`src/rtl/reg_wb_scheduler_if.sv`:
```
// reg_wb_scheduler_if: producer, issue and register-group write-port signals of the write-back scheduler.
interface reg_wb_scheduler_if #(parameter int DW = 16, parameter int AW = 4);
    logic          alu_valid;
    logic [AW-1:0] alu_addr;
    logic [DW-1:0] alu_data;
    logic          alu_ready;
    logic          ld_valid;
    logic [AW-1:0] ld_addr;
    logic [DW-1:0] ld_data;
    logic          ld_ready;
    logic          iss_valid;
    logic [AW-1:0] iss_dst;
    logic [AW-1:0] iss_src_a;
    logic [AW-1:0] iss_src_b;
    logic          iss_use_b;
    logic          hazard;
    logic          regwr;
    logic [AW-1:0] w_addr;
    logic [DW-1:0] result;
    logic          sb_err;
    modport master (
        output alu_valid, alu_addr, alu_data, ld_valid, ld_addr, ld_data,
               iss_valid, iss_dst, iss_src_a, iss_src_b, iss_use_b,
        input  alu_ready, ld_ready, hazard, regwr, w_addr, result, sb_err
    );
    modport slave (
        input  alu_valid, alu_addr, alu_data, ld_valid, ld_addr, ld_data,
               iss_valid, iss_dst, iss_src_a, iss_src_b, iss_use_b,
        output alu_ready, ld_ready, hazard, regwr, w_addr, result, sb_err
    );
endinterface

```
`src/rtl/reg_wb_scheduler.sv`:
```
// reg_wb_scheduler: round-robin ALU/load write-back arbiter with a pending-write scoreboard.
// Define REG0_WIRED_EN to treat register 0 as hard-wired (no writes, never pending).
module reg_wb_scheduler #(
    parameter int DW     = 16,
    parameter int AW     = 4,
    parameter int PEND_W = 2
) (
    input logic          clk,
    input logic          rst_n,
    reg_wb_scheduler_if.slave bus
);
    localparam int NR = 1 << AW;
    localparam logic [PEND_W-1:0] CMAX = '1;
    logic                rr_q, rr_d;
    logic                regwr_q, regwr_d;
    logic [AW-1:0]       w_addr_q, w_addr_d;
    logic [DW-1:0]       result_q, result_d;
    logic                sb_err_q, sb_err_d;
    logic [PEND_W-1:0]   cnt_q [NR];
    logic [PEND_W-1:0]   cnt_d [NR];
    logic [NR-1:0]       busy;
    logic                alu_gnt, ld_gnt, hazard, issue;
    // rr_q=0 favours the ALU; readys are held low while reset is asserted
    always_comb begin
        alu_gnt  = rst_n & bus.alu_valid & (!bus.ld_valid | !rr_q);
        ld_gnt   = rst_n & bus.ld_valid & (!bus.alu_valid | rr_q);
        rr_d     = (bus.alu_valid & bus.ld_valid) ? ~rr_q : rr_q;
        w_addr_d = alu_gnt ? bus.alu_addr : ld_gnt ? bus.ld_addr : w_addr_q;
        result_d = alu_gnt ? bus.alu_data : ld_gnt ? bus.ld_data : result_q;
`ifdef REG0_WIRED_EN
        regwr_d  = (alu_gnt | ld_gnt) & (w_addr_d != '0);
`else
        regwr_d  = alu_gnt | ld_gnt;
`endif
    end
    always_comb begin
        for (int r = 0; r < NR; r++) busy[r] = cnt_q[r] != '0;
`ifdef REG0_WIRED_EN
        busy[0] = 1'b0;
`endif
        hazard = bus.iss_valid & (busy[bus.iss_src_a] | (bus.iss_use_b & busy[bus.iss_src_b]) |
                                  (cnt_q[bus.iss_dst] == CMAX));
`ifdef REG0_WIRED_EN
        issue  = bus.iss_valid & !hazard & (bus.iss_dst != '0);
`else
        issue  = bus.iss_valid & !hazard;
`endif
    end
    // simultaneous issue and commit to one register cancel; commits never wrap below zero
    always_comb begin
        for (int r = 0; r < NR; r++) begin
            logic inc, dec;
            inc      = issue & (bus.iss_dst == AW'(r));
            dec      = regwr_q & (w_addr_q == AW'(r));
            cnt_d[r] = (inc & !dec) ? cnt_q[r] + 1'b1 :
                       (dec & !inc & (cnt_q[r] != '0)) ? cnt_q[r] - 1'b1 : cnt_q[r];
        end
        sb_err_d = sb_err_q | (regwr_q & (cnt_q[w_addr_q] == '0));
    end
    always_ff @(posedge clk or negedge rst_n) begin
        if (!rst_n) begin
            rr_q     <= 1'b0;
            regwr_q  <= 1'b0;
            w_addr_q <= '0;
            result_q <= '0;
            sb_err_q <= 1'b0;
            for (int r = 0; r < NR; r++) cnt_q[r] <= '0;
        end else begin
            rr_q     <= rr_d;
            regwr_q  <= regwr_d;
            w_addr_q <= w_addr_d;
            result_q <= result_d;
            sb_err_q <= sb_err_d;
            for (int r = 0; r < NR; r++) cnt_q[r] <= cnt_d[r];
        end
    end
    assign bus.alu_ready = alu_gnt;
    assign bus.ld_ready  = ld_gnt;
    assign bus.hazard    = hazard;
    assign bus.regwr     = regwr_q;
    assign bus.w_addr    = w_addr_q;
    assign bus.result    = result_q;
    assign bus.sb_err    = sb_err_q;
endmodule

```
`src/flat_wrapper.sv`:
```
// flat-port wrapper written by rule: the top's interface ports become plain ports
module reg_wb_scheduler_flat 
#(
    parameter int DW     = 16,
    parameter int AW     = 4,
    parameter int PEND_W = 2
)
  (clk, rst_n, bus_alu_valid, bus_alu_addr, bus_alu_data, bus_ld_valid, bus_ld_addr, bus_ld_data, bus_iss_valid, bus_iss_dst, bus_iss_src_a, bus_iss_src_b, bus_iss_use_b, bus_alu_ready, bus_ld_ready, bus_hazard, bus_regwr, bus_w_addr, bus_result, bus_sb_err);
  reg_wb_scheduler_if #(.DW(DW), .AW(AW)) bus_i ();
  input logic clk;
  input logic rst_n;
  input wire logic [$bits(bus_i.alu_valid)-1:0] bus_alu_valid;
  input wire logic [$bits(bus_i.alu_addr)-1:0] bus_alu_addr;
  input wire logic [$bits(bus_i.alu_data)-1:0] bus_alu_data;
  input wire logic [$bits(bus_i.ld_valid)-1:0] bus_ld_valid;
  input wire logic [$bits(bus_i.ld_addr)-1:0] bus_ld_addr;
  input wire logic [$bits(bus_i.ld_data)-1:0] bus_ld_data;
  input wire logic [$bits(bus_i.iss_valid)-1:0] bus_iss_valid;
  input wire logic [$bits(bus_i.iss_dst)-1:0] bus_iss_dst;
  input wire logic [$bits(bus_i.iss_src_a)-1:0] bus_iss_src_a;
  input wire logic [$bits(bus_i.iss_src_b)-1:0] bus_iss_src_b;
  input wire logic [$bits(bus_i.iss_use_b)-1:0] bus_iss_use_b;
  output wire logic [$bits(bus_i.alu_ready)-1:0] bus_alu_ready;
  output wire logic [$bits(bus_i.ld_ready)-1:0] bus_ld_ready;
  output wire logic [$bits(bus_i.hazard)-1:0] bus_hazard;
  output wire logic [$bits(bus_i.regwr)-1:0] bus_regwr;
  output wire logic [$bits(bus_i.w_addr)-1:0] bus_w_addr;
  output wire logic [$bits(bus_i.result)-1:0] bus_result;
  output wire logic [$bits(bus_i.sb_err)-1:0] bus_sb_err;
  assign bus_i.alu_valid = bus_alu_valid;
  assign bus_i.alu_addr = bus_alu_addr;
  assign bus_i.alu_data = bus_alu_data;
  assign bus_i.ld_valid = bus_ld_valid;
  assign bus_i.ld_addr = bus_ld_addr;
  assign bus_i.ld_data = bus_ld_data;
  assign bus_i.iss_valid = bus_iss_valid;
  assign bus_i.iss_dst = bus_iss_dst;
  assign bus_i.iss_src_a = bus_iss_src_a;
  assign bus_i.iss_src_b = bus_iss_src_b;
  assign bus_i.iss_use_b = bus_iss_use_b;
  assign bus_alu_ready = bus_i.alu_ready;
  assign bus_ld_ready = bus_i.ld_ready;
  assign bus_hazard = bus_i.hazard;
  assign bus_regwr = bus_i.regwr;
  assign bus_w_addr = bus_i.w_addr;
  assign bus_result = bus_i.result;
  assign bus_sb_err = bus_i.sb_err;
  reg_wb_scheduler #(.DW(DW), .AW(AW), .PEND_W(PEND_W)) u_core (.clk(clk), .rst_n(rst_n), .bus(bus_i));
endmodule
```
`config.mk`:
```
export PLATFORM = sky130hd
export DESIGN_NAME = reg_wb_scheduler_flat
export DESIGN_NICKNAME = d
export VERILOG_FILES = /design/src/rtl/reg_wb_scheduler_if.sv /design/src/rtl/reg_wb_scheduler.sv /design/src/flat_wrapper.sv
export SDC_FILE = /design/constraint.sdc
export NUM_CORES = 1
export LEC_CHECK = 0
export ABC_AREA = 1
export BUFFER_PORTS_ARGS = -buffer_cell sky130_fd_sc_hd__buf_4
export CAP_MARGIN = 20
export CORE_ASPECT_RATIO = 1.25
export CORE_MARGIN = 10
export CORE_UTILIZATION = 60
export CTS_CLUSTER_SIZE = 8
export DETAILED_ROUTE_END_ITERATION = 7
export PLACE_DENSITY = 0.95
export SKIP_LAST_GASP = 1
export SLEW_MARGIN = 20
export SYNTH_ARGS = -nofsm -noshare
export SYNTH_HDL_FRONTEND = slang
export SYNTH_SLANG_ARGS = --single-unit
export TNS_END_PERCENT = 10
```
`constraint.sdc`:
```
create_clock -name clk -period 4.8 [get_ports clk]
set_clock_uncertainty 0.2 [all_clocks]
set_input_delay 0.48 -clock clk [delete_from_list [all_inputs] [get_ports clk]]
set_output_delay 0.48 -clock clk [all_outputs]
set_load 0.02 [all_outputs]
```
After elaboration in Yosys (flattened, before gate mapping)
Index checks and enable logic that the tools add are counted.
- bits in registers: 55
- input port bits: 58
- output and inout port bits: 25
- add/sub/neg operators: 32
- $lt $le $gt $ge: 4
- equality and inequality tests: 31
- muxes and demuxes: 46
- bitwise gates (word level): 98
- reductions and logical operators: 72
- operators with widths (kind ; count):
    1-bit bitwise AND ; 89
    2-bit 2-to-1 mux ; 36
    2-bit nonzero test ; 33
    4-bit == test (second input constant) ; 16
    1-bit logical NOT ; 36
    2-bit by 1-bit adder with 2-bit output (second input constant) ; 16
    4-bit by 3-bit == test with 1-bit output (second input constant) ; 8
    16-bit 2-to-1 mux ; 2
    2-bit by 1-bit subtractor with 2-bit output (second input constant) ; 16
    2-bit binary-select mux with 4-bit select ; 2
    4-bit by 2-bit == test with 1-bit output (second input constant) ; 4
    5-bit greater-or-equal comparator (second input constant) ; 2
    4-bit by 5-bit less-than comparator with 1-bit output (second input constant) ; 2
    4-bit inverter with 5-bit output ; 2
    1-bit binary-select mux with 4-bit select ; 2
    4-bit by 1-bit == test with 1-bit output (second input constant) ; 2
    4-bit logical NOT ; 2
    4-bit 2-to-1 mux ; 2
    1-bit bitwise OR ; 6
    2-bit == test (second input constant) ; 1
    2-bit logical NOT ; 1
    1-bit 2-to-1 mux ; 2
    1-bit inverter ; 1

Depth between registers and ports, before layout
- depth after elaboration: 15
- mapped depth: 19
- gate-level depth less buffers: 17

Least setup slack after synthesis
Ideal clock, no wire load.
- path kind: in2reg
- start: input bus_iss_dst[0]
- end: register u_core.cnt_q[10] (netlist name)
- arrival time: 1.847 ns
- path slack: 2.636 ns
- stages on the path: 19
- path through: buf_6 buf_6 nand2_1 nand2_1 nand2_1 nand2_1 nand2_1 nand2_1 inv_1 nand2_1 nand2_2 nand3_1 nor2_4 buf_6 nand3_1 nand3_1 nand2_1 nand2_1 nand2_1
- word-level cells in the longest chain between the ends: 14
- elaborated cells between the ends (all ways): 17
- classes of those cells: eq/ne: 2; mux: 4; bitwise: 8; reduce/logical: 3
- ends and longest elaborated chain (item ; RTL line ; text):
    start, declared ; flat_wrapper.sv:19 ; input wire logic [$bits(bus_i.iss_dst)-1:0] bus_iss_dst;
    4-bit inverter with 5-bit output (implied by the code) ; reg_wb_scheduler.sv:42 ; (cnt_q[bus.iss_dst] == CMAX));
    2-bit binary-select mux with 4-bit select ; reg_wb_scheduler.sv:42 ;
    2-bit 2-to-1 mux (implied by the code) (2 in series) ; reg_wb_scheduler.sv:42 ;
    2-bit == test ; reg_wb_scheduler.sv:42 ;
    1-bit bitwise OR ; reg_wb_scheduler.sv:41 ; hazard = bus.iss_valid & (busy[bus.iss_src_a] | (bus.iss_use_b & busy[bus.iss_src_b]) |
    1-bit bitwise AND ; reg_wb_scheduler.sv:41 ;
    1-bit logical NOT ; reg_wb_scheduler.sv:46 ; issue = bus.iss_valid & !hazard;
    1-bit bitwise AND ; reg_wb_scheduler.sv:46 ;
    1-bit bitwise AND (*) ; reg_wb_scheduler.sv:53 ; inc = issue & (bus.iss_dst == AW'(r));
    1-bit logical NOT ; reg_wb_scheduler.sv:56 ; (dec & !inc & (cnt_q[r] != '0)) ? cnt_q[r] - 1'b1 : cnt_q[r];
    1-bit bitwise AND (2 in series) ; reg_wb_scheduler.sv:56 ;
    2-bit nonzero test (no line) ; n/a ;
    end, declared ; reg_wb_scheduler.sv:19 ; logic [PEND_W-1:0] cnt_q [NR];
Every way passes the cells marked *; elsewhere a longest branch is shown, timed or not. The select of a mux whose other input is x is not followed.
A chain may end at the register's enable or synchronous reset.

Worst setup path in the final report
- start: register u_core.rr_q
- end: output bus_alu_ready
- word-level cells in the longest chain between the ends: 3
- ends and longest elaborated chain (item ; RTL line ; text):
    start, declared ; reg_wb_scheduler.sv:14 ; logic rr_q, rr_d;
    start signal, assigned ; reg_wb_scheduler.sv:69 ; rr_q <= rr_d;
    1-bit logical NOT ; reg_wb_scheduler.sv:25 ; alu_gnt = rst_n & bus.alu_valid & (!bus.ld_valid | !rr_q);
    1-bit bitwise OR ; reg_wb_scheduler.sv:25 ;
    1-bit bitwise AND ; reg_wb_scheduler.sv:25 ;
    end, declared ; flat_wrapper.sv:23 ; output wire logic [$bits(bus_i.alu_ready)-1:0] bus_alu_ready;
No other way between the ends.

==> results_dict.tcl <==
set metrics [dict create \
    outcome "completed" \
    clkTransAtPathRegs_ns 0.11 \
    synth_area_leaders "dfrtp_1 35%, nand2_1 22%, nand3_1 11%, nor2_1 7.7%, inv_1 7.2%" \
    ctsHoldBuffers 0 \
    cts_tree "done" \
    dieArea_um2 10200 \
    io_pins 83 \
    vias_per_cell 5.69 \
    syn-num-nets 692 \
    first_iter_violations 473 \
    synthesis.area_um2 3940 \
    grt_usage_pct 22.2 \
    p_leak_nw 2.47 \
    root_buffer "clkbuf_8" \
    synth-adder-area-share_pct 0 \
    antenna_found_initial 0 \
    r2r_slack_ns 2.19 \
    grt_pass1_wl_um 19500 \
    clkSinkCount 55 \
    die_w_um 92.5 \
    synth_top_family_by_area "simple AND/OR/NAND/NOR gates" \
    die_height_um 111 \
    holdWs_ns 0.102 \
    grt-ovfl-total 0 \
    wl_per_cell_um 14.9 \
    pre_cts_ws_ns 1.84 \
    firstDrtPassIters 6 \
    slew_viol_final 0 \
    power.density_nw_per_um2 470 \
    ir_worst_vdd_uv 260 \
    drtAntennaViolNets 0 \
    vias 4505 \
    ff2ff_path_depth 12 \
    clockBufferDepth 2 \
    clock_latency_ns 0.31 \
    drive_gt1_share_pct 14.3 \
    met1_length_um 4760 \
    cts_resized 0 \
    synth_compound_area_share_pct 8.92 \
    hold_viol_final 0 \
    fin_crit_ns 2.93 \
    reg2reg_from "u_core.cnt_q[8]$_DFFE_PN0P_" \
    synthSimpleGateAreaFrac_pct 45.7 \
    hold_class "in2async" \
    synthesis.instances 634 \
    postRouteWirelength_um 11800 \
    synth_mux_area_share_pct 0 \
    rsz0062_at_grt "false" \
    yosysWarnings 0 \
    worstSetupPathType "reg2out" \
    fin_nets 764 \
    core-area_um2 6290 \
    async_reset_ff_share_pct 100 \
    area_delta_synth_final_pct 18.1 \
    cp-startpoint "u_core.rr_q$_DFFE_PN0P_" \
    setup_tns_ns 0 \
    synthDominantAreaCellType "dfrtp_1" \
    synth-edff-count 0 \
    tightest_slew_ns 0.743 \
    routed.top_layer "met4" \
    gp_congestion 0.983 \
    crit_fanout 22 \
    yosysTopAreaCellShare_pct 34.9 \
    htreeDepth 2 \
    crit_arrival_ns 2.25 \
    fin_ws_ns 1.87 \
    start_util_pct 62.7 \
    final_common_cell "nand2_1" \
    rr_endpoint "u_core.cnt_q[26]$_DFFE_PN0P_" \
    met3_length_um 1470 \
    numCtsBuffers 5 \
    grt_pass1_vias 4304 \
    drv_cap 0 \
    setup_viol 0 \
    synth-seq-cells 55 \
    cp_data_required_time_ns 4.12 \
    diodes 0 \
    avgSynthCellArea_um2 6.22 \
    synthXorXnorAreaFrac_pct 0.222 \
    cp-endpoint "bus_alu_ready" \
    port_buffers 82 \
    fp-row-count 32 \
    finalCritPeriodShare_pct 61.1 \
    route.detailed.drc 0 \
    wl_met2_um 5160 \
    seq_area_frac_synth_pct 34.9 \
    grt_max_degree 57 \
    ys.flop_type "dfrtp_1" \
    ys_types 24 \
    maxSlewHeadroom_pct 50.3 \
    layout_common_cells "229 x nand2_1, 84 x nand3_1, 83 x buf_4" \
    fmaxAchievable_mhz 341 \
    crit_path_end_kind "output port" \
    post_cts_buffers 0 \
    dp_hpwl_um 9220 \
    cp-start-kind "flip-flop" \
]
[cells by family after synthesis]
logic type,count (synthesis)
AOI/OAI and AO/OA,60
xor gates and xnor gates,1
buffers and inverters,97
DFF,55
and+or+nand+nor,421
[worst min path at each step]
stage,from,end,slack (ns),cells past startpoint
2_1_floorplan,rst_n,u_core.bus.regwr$_DFF_PN0_,-0.02,0
3_3_place_gp,u_core.bus.sb_err$_DFF_PN0_,u_core.bus.sb_err$_DFF_PN0_,0.27,1
3_5_place_dp,u_core.bus.sb_err$_DFF_PN0_,u_core.bus.sb_err$_DFF_PN0_,0.27,1
4_1_cts,rst_n,u_core.cnt_q[7]$_DFFE_PN0P_,0.15,2
5_1_grt,rst_n,u_core.cnt_q[6]$_DFFE_PN0P_,0.17,2
6_report,rst_n,u_core.cnt_q[7]$_DFFE_PN0P_,0.10,2
[metal layers]
metal | GRT usage, % | vias to the layer above
met4 | 7.70 | 0
met3 | 7.98 | 41
met5 | 0 | -
met2 | 35.2 | 296
li1 | - | 2165
met1 | 27.1 | 2003
[worst max-delay path, cell delays in order, from the launching register on]
cell     delay, ns
dfrtp_1       0.40
nand2_1       0.07
nand3_1       0.52
inv_1         0.69
buf_4         0.25
[area by class of cell]
type | instances | area [um2]
flip-flops and latches | 55 | 1380
multi-input cells | 482 | 2160
clock inverters | 2 | 16.3
well taps | 85 | 106
clock buffers | 6 | 72.6
inverters | 79 | 297
repair buffers | 83 | 623
fillers | 533 | 1630
[registers in the layout, summed over array words and instances (netlist names)]
register           count
u_core.bus.sb_err      1
u_core.bus.result     16
u_core.cnt_q          32
u_core.rr_q            1
u_core.bus.w_addr      4
u_core.bus.regwr       1
[cells in the mapped netlist (2+ instances only)]
library cell    n
a21oi_1         2
a31oi_1        16
buf_1           2
buf_2           3
buf_6           5
clkbuf_1        8
dfrtp_1        55
inv_1          76
inv_2           2
nand2_1       230
nand3_1        84
nand3_2         5
nand3b_1       16
nand4_1         2
nor2_1         81
nor2_4          2
o211ai_1        6
o21ai_0        17
o21ai_1         7
o22ai_1        11
[where the power goes]
part	switching, mW	leakage (nW)	internal (mW)
registers	0.169	0.671	0.643
logic	0.723	1.75	0.383
clock network	0.164	0.0418	0.106
total	1.06	2.47	1.13
[through the flow]
| stage | total power, mW | util, % | std cells | area, um2 |
|---|---|---|---|---|
| global route | 2.35 | 74.0 | 792 | 4650 |
| CTS | 2.16 | 74.0 | 792 | 4650 |
| detailed placement | 1.90 | 72.6 | 784 | 4560 |
| floorplan | 1.52 | - | 634 | 3940 |
| finish | 2.19 | 74.0 | 792 | 4650 |
| global placement | 1.85 | 72.6 | 784 | 4560 |
No activity file was read; power rests on OpenSTA's default activity.
